===== src/rtl/key_input_pkg.sv =====
// Shared constants and helpers for the key_input conditioning stage.
package key_input_pkg;

    localparam int N_KEYS              = 4;
    localparam int DEBOUNCE_CYCLES     = 500000;   // 10 ms at 50 MHz
    localparam int CNT_W               = 19;
    localparam int SIM_DEBOUNCE_CYCLES = 4;
    localparam bit KEY_ACTIVE_LOW      = 1'b1;
    localparam int REPEAT_DELAY_FRAMES = 30;
    localparam int REPEAT_RATE_FRAMES  = 6;

    function automatic logic to_active_high(input logic raw);
        return KEY_ACTIVE_LOW ? ~raw : raw;
    endfunction

endpackage


===== src/rtl/debounce_bit.sv =====
// One key: two-flop synchroniser, stable-count debounce and registered edge pulses.
module debounce_bit #(
    parameter int DEBOUNCE_CYCLES = 4,
    parameter int CNT_W           = 3
) (
    input  logic clk,
    input  logic rst,
    input  logic key_raw_i,
    output logic level_o,
    output logic press_o,
    output logic release_o
);
    import key_input_pkg::*;

    localparam logic [CNT_W-1:0] CNT_LAST = CNT_W'(DEBOUNCE_CYCLES - 1);

    logic [1:0]       sync_q;
    logic [CNT_W-1:0] cnt_q, cnt_d;
    logic             level_q, level_d;
    logic             level_dly_q;
    logic             press_q, release_q;
    logic             sync_act;

    assign sync_act = to_active_high(sync_q[1]);

    // NOTE: every always_comb output gets a default first so no path leaves it unassigned (no latch).
    always_comb begin
        cnt_d   = cnt_q;
        level_d = level_q;
        if (sync_act == level_q) begin
            cnt_d = '0;
        end else if (cnt_q == CNT_LAST) begin
            level_d = sync_act;
            cnt_d   = '0;
        end else begin
            cnt_d = cnt_q + 1'b1;
        end
    end

    // NOTE: state registers use non-blocking assignments so all flops update from pre-edge values.
    always_ff @(posedge clk) begin
        if (rst) begin
            sync_q      <= {2{KEY_ACTIVE_LOW}};   // synchroniser parked at "released"
            cnt_q       <= '0;
            level_q     <= 1'b0;
            level_dly_q <= 1'b0;
            press_q     <= 1'b0;
            release_q   <= 1'b0;
        end else begin
            sync_q      <= {sync_q[0], key_raw_i};
            cnt_q       <= cnt_d;
            level_q     <= level_d;
            level_dly_q <= level_q;
            press_q     <= level_q & ~level_dly_q;
            release_q   <= ~level_q & level_dly_q;
        end
    end

    assign level_o   = level_q;
    assign press_o   = press_q;
    assign release_o = release_q;

endmodule


===== src/rtl/key_input.sv =====
// Key conditioning top: per-key debounce plus per-frame press snapshots.
// Optional auto-repeat into the frame snapshot is enabled with `define KEY_REPEAT_EN.
module key_input #(
    parameter int N_KEYS          = key_input_pkg::N_KEYS,
    parameter int DEBOUNCE_CYCLES = key_input_pkg::DEBOUNCE_CYCLES,
    parameter int CNT_W           = key_input_pkg::CNT_W
`ifdef KEY_REPEAT_EN
    ,
    parameter int REPEAT_DELAY_FRAMES = key_input_pkg::REPEAT_DELAY_FRAMES,
    parameter int REPEAT_RATE_FRAMES  = key_input_pkg::REPEAT_RATE_FRAMES
`endif
) (
    input  logic              clk,
    input  logic              rst,
    input  logic              frame,
    input  logic [N_KEYS-1:0] KEY,
    output logic [N_KEYS-1:0] key_level,
    output logic [N_KEYS-1:0] key_press,
    output logic [N_KEYS-1:0] key_release,
    output logic [N_KEYS-1:0] key_frame_press
);
    logic [N_KEYS-1:0] accum_q, accum_d;
    logic [N_KEYS-1:0] snap_q, snap_d;
    logic [N_KEYS-1:0] rep_fire;

    for (genvar i = 0; i < N_KEYS; i++) begin : g_key
        debounce_bit #(
            .DEBOUNCE_CYCLES(DEBOUNCE_CYCLES),
            .CNT_W          (CNT_W)
        ) u_debounce (
            .clk      (clk),
            .rst      (rst),
            .key_raw_i(KEY[i]),
            .level_o  (key_level[i]),
            .press_o  (key_press[i]),
            .release_o(key_release[i])
        );

`ifdef KEY_REPEAT_EN
        localparam int HELD_W = $clog2(REPEAT_DELAY_FRAMES + 2);
        localparam int RATE_W = $clog2(REPEAT_RATE_FRAMES) + 1;

        logic [HELD_W-1:0] held_q, held_d;
        logic [RATE_W-1:0] rate_q, rate_d;
        logic              fire;

        // held_q saturates; rate_q keeps the cadence going once held_q is pinned.
        always_comb begin
            held_d = held_q;
            rate_d = rate_q;
            fire   = 1'b0;
            if (!key_level[i]) begin
                held_d = '0;
                rate_d = '0;
            end else if (frame) begin
                if (held_q != '1) held_d = held_q + 1'b1;
                if (held_d == HELD_W'(REPEAT_DELAY_FRAMES)) begin
                    fire   = 1'b1;
                    rate_d = '0;
                end else if (held_d > HELD_W'(REPEAT_DELAY_FRAMES)) begin
                    if (rate_q == RATE_W'(REPEAT_RATE_FRAMES - 1)) begin
                        fire   = 1'b1;
                        rate_d = '0;
                    end else begin
                        rate_d = rate_q + 1'b1;
                    end
                end
            end
        end

        always_ff @(posedge clk) begin
            if (rst) begin
                held_q <= '0;
                rate_q <= '0;
            end else begin
                held_q <= held_d;
                rate_q <= rate_d;
            end
        end

        assign rep_fire[i] = fire;
`else
        assign rep_fire[i] = 1'b0;
`endif
    end

    // A press coinciding with frame lands in the new snapshot and is not carried over.
    always_comb begin
        snap_d  = snap_q;
        accum_d = accum_q | key_press;
        if (frame) begin
            snap_d  = accum_q | key_press | rep_fire;
            accum_d = '0;
        end
    end

    always_ff @(posedge clk) begin
        if (rst) begin
            accum_q <= '0;
            snap_q  <= '0;
        end else begin
            accum_q <= accum_d;
            snap_q  <= snap_d;
        end
    end

    assign key_frame_press = snap_q;

endmodule


===== config.mk =====
export PLATFORM = sky130hd
export DESIGN_NAME = key_input
export DESIGN_NICKNAME = d
export VERILOG_FILES = /design/src/rtl/key_input_pkg.sv /design/src/rtl/debounce_bit.sv /design/src/rtl/key_input.sv
export SDC_FILE = /design/constraint.sdc
export NUM_CORES = 1
export LEC_CHECK = 0
export ABC_AREA = 1
export CAP_MARGIN = 5
export CORE_MARGIN = 4
export CORE_UTILIZATION = 54
export DETAILED_ROUTE_END_ITERATION = 16
export GPL_TIMING_DRIVEN = 0
export HOLD_SLACK_MARGIN = 0.03
export PLACE_DENSITY_LB_ADDON = 0.2
export SYNTH_ARGS = -nofsm -noshare
export SYNTH_HDL_FRONTEND = slang
export SYNTH_SLANG_ARGS = --single-unit

===== constraint.sdc =====
create_clock -name clk -period 1.4 [get_ports clk]
set_input_delay 0.28 -clock clk [delete_from_list [all_inputs] [get_ports clk]]
set_output_delay 0.28 -clock clk [all_outputs]
set_load 0.05 [all_outputs]

==> results.cfg <==
[run_status]
status = finished, final reports clean

[sta]
period_needed_ns = 1.38
slew_viol_final = 0
fin_setup_tns_ns = 0
maxSlewHeadroom = 0.707
period_share = 0.985
max_freq_mhz = 725
layout_setup_ws_ns = 0.0214
setup_viol = 0
hold_viol = 0
rsz0062_at_grt = true
skew_ns = 0.00738
worstMarginPinSlew_ns = 0.439

[logic_synthesis]
synth_area_leaders = dfxtp_1, nor2_1, nand2_1
ys_seq_elements = 108
netlist_instances = 718
yosysSeqAreaShare = 0.428
yosysWarnings = 0
synth.top_cells.by_count = nor2_1, nand2_1, dfxtp_1
synth_nets = 729
synth_cell_type_count = 30
synth_top_area_cell = dfxtp_1
syn_area_per_cell_sq_um = 7.04
syn_area_sq_mm = 0.00505
synth_top_area_frac = 0.428
synthFlopType = dfxtp_1
yosysMostFrequentCell = nor2_1
async_flop_share = 0
synth_edf_count = 0

[global_route]
grt_busiest_layer = met2
use_met3 = 0.0574
grtUsageMet2 = 0.322
grt_pass1_vias = 4007
antenna_found_initial = 0
grt_max_degree = 17
track_usage = 0.193
grt_use_met1 = 0.246
grt_pass1_wl_microns = 17800
grt.overflow.total = 0

[finish]
n_antenna_cell = 0
nets = 783
fin_util = 0.663
syn_to_final_growth_pct = 20.6
regArea_sq_mm = 0.00222
multiInputGateArea_sq_mm = 0.00273
fillers = 813
drive_above_1_share = 0.228

[power_and_ir_drop]
ir_worst_vdd_uv = 616
p_switching_uw = 1110
combPwrFrac = 0.029
power_leakage_uw = 0.00213
p_seq_frac = 0.589
power.internal_uw = 4130
clkPwrFrac = 0.382
swShare = 0.211
powerDensity_mw_per_mm2 = 860

[routing]
drt_iter0_markers = 152
num_vias = 4438
ant_nets = 0
drt_wl_total_microns = 10500
wire_per_inst_microns = 11.9
via_per_inst = 5.00
dr.pass1.iters = 5
drc = 0

[floorplanning]
die_y_microns = 105
dieArea_sq_mm = 0.0110
die_x_microns = 105
rows = 35
start_util = 0.550
core_area_sq_mm = 0.00920
io_pins = 23

[critical_path]
cp_common_cell = nor2_4
end_kind = flop
critPathSlowestCell = dfxtp_4
crit_path_cell_trace = nor2_4 -> nand3_2 -> nor2_4 -> nand2_4 -> o21bai_4 -> buf_6 -> nor2_1
cp.required_ns = 1.67
critPathArrivalTime_ns = 1.65
crit_path_start_kind = flop
critPathMaxFanout = 6
crit_path_max_incr_delay_ns = 0.37
path_class = flop to flop

[cts]
htreeDepth = 3
cts-root-buf = clkbuf_8
clock_latency_ns = 0.37
cts_tree = built
clk_path_buf_depth = 2
cts_made_buffers = 9
clk_pin_slew_ns = 0.09
clock_sinks = 108

[min_path]
hold_path_class = primary input to flop

[place]
place_hpwl_microns = 7300
routabilityCongestion = 0.855
pre_cts_slack_ns = -0.397
port_buffers = 21

[run]
drv_cap = 0
-- power by group through the flow --
stage / Sequential [uW] / Clock, uW / Combinational (uW)
after floorplan: 3190 / 0 / 62.7
after global placement: 3170 / 0 / 127
after detailed placement: 3170 / 0 / 129
after CTS: 3100 / 2070 / 142
after global routing: 3090 / 2190 / 168
final: 3090 / 2000 / 153
-- through the flow --
stage | std cells | instance area (sq um) | hold WS [ns] | power (uW)
floorplan | 718 | 5050 | 0.384 | 3250
global placement | 850 | 5400 | 0.393 | 3300
detailed placement | 850 | 5400 | 0.394 | 3300
CTS | 879 | 5770 | 0.250 | 5320
global route | 887 | 6090 | 0.302 | 5450
finish | 887 | 6090 | 0.277 | 5240
-- metal layers --
metal | wire length (microns) | vias up
met1 | 4720 | 2004
met5 | 0 | -
li1 | - | 2337
met3 | 527 | 12
met4 | 141 | 0
met2 | 5120 | 85
-- layout by cell type, fill, tap and decap left out, types with 7 or more instances in the layout --
master	n
a21oi_1	26
o21ai_0	13
nor2_4	15
nor2_1	140
xnor2_1	14
xor2_1	21
nor2_2	22
buf_4	37
nand2_1	147
clkbuf_8	9
dfxtp_2	19
nand2_2	10
dfxtp_4	9
nor3_1	7
inv_1	77
nand3_1	39
buf_2	9
or2_2	11
nand4_1	14
dfxtp_1	80
-- state kept, by name, summed over array words and instances (netlist names) --
| name | count |
|---|---|
| g_key.u_debounce.sync_q | 8 |
| accum_q | 4 |
| g_key.u_debounce.release_o | 4 |
| key_frame_press | 4 |
| g_key.u_debounce.cnt_q | 76 |
| g_key.u_debounce.level_o | 4 |
| g_key.u_debounce.press_o | 4 |
| g_key.u_debounce.level_dly_q | 4 |
-- layout make-up --
class | instances | share of cell area
clock buffer | 10 | 0.0209
sequential | 108 | 0.364
clock inverter | 5 | 0.0127
inverter | 79 | 0.0491
tap | 111 | 0.0228
multi-input combinational | 511 | 0.448
timing repair buffer | 43 | 0.0560
buffer | 20 | 0.0267
-- cells by family after synthesis --
| group | Yosys count | synth area share |
|---|---|---|
| compound gates | 47 | 0.0507 |
| fa+ha+maj | 4 | 0.00990 |
| buf+inv | 99 | 0.0879 |
| flops | 108 | 0.428 |
| xor+xnor | 35 | 0.0606 |
| simple gates | 425 | 0.363 |
-- worst paths after layout --
check | start | to | slack [ns] | cells past startpoint
hold reg to reg | g_key[0].u_debounce.sync_q[0] | g_key[0].u_debounce.sync_q[1] | 0.42 | 1
setup reg to reg | g_key[1].u_debounce.cnt_q[10] | g_key[1].u_debounce.cnt_q[8] | 0.02 | 7
hold / removal | frame | key_frame_press[2] | 0.28 | 2
setup / recovery | g_key[1].u_debounce.cnt_q[10] | g_key[1].u_debounce.cnt_q[8] | 0.02 | 7
-- timing repair --
| action | 4_1_cts | 5_1_grt |
|---|---|---|
| endpoints found under the setup margin | 86 | 84 |
| hold buffers | 0 | 0 |
| setup buffers | 13 | 7 |
| gates resized for setup | 115 | 97 |
| pin swaps | 8 | 18 |
| gates cloned | 1 | 1 |
-- worst max-delay path, delay by kind of cell, from the launching register on --
family          cells  cell delay, ns
buf+inv             1            0.19
flops               1            0.37
simple gates        5            0.46
compound gates      1            0.26
Power figures use the tool's default switching activity.
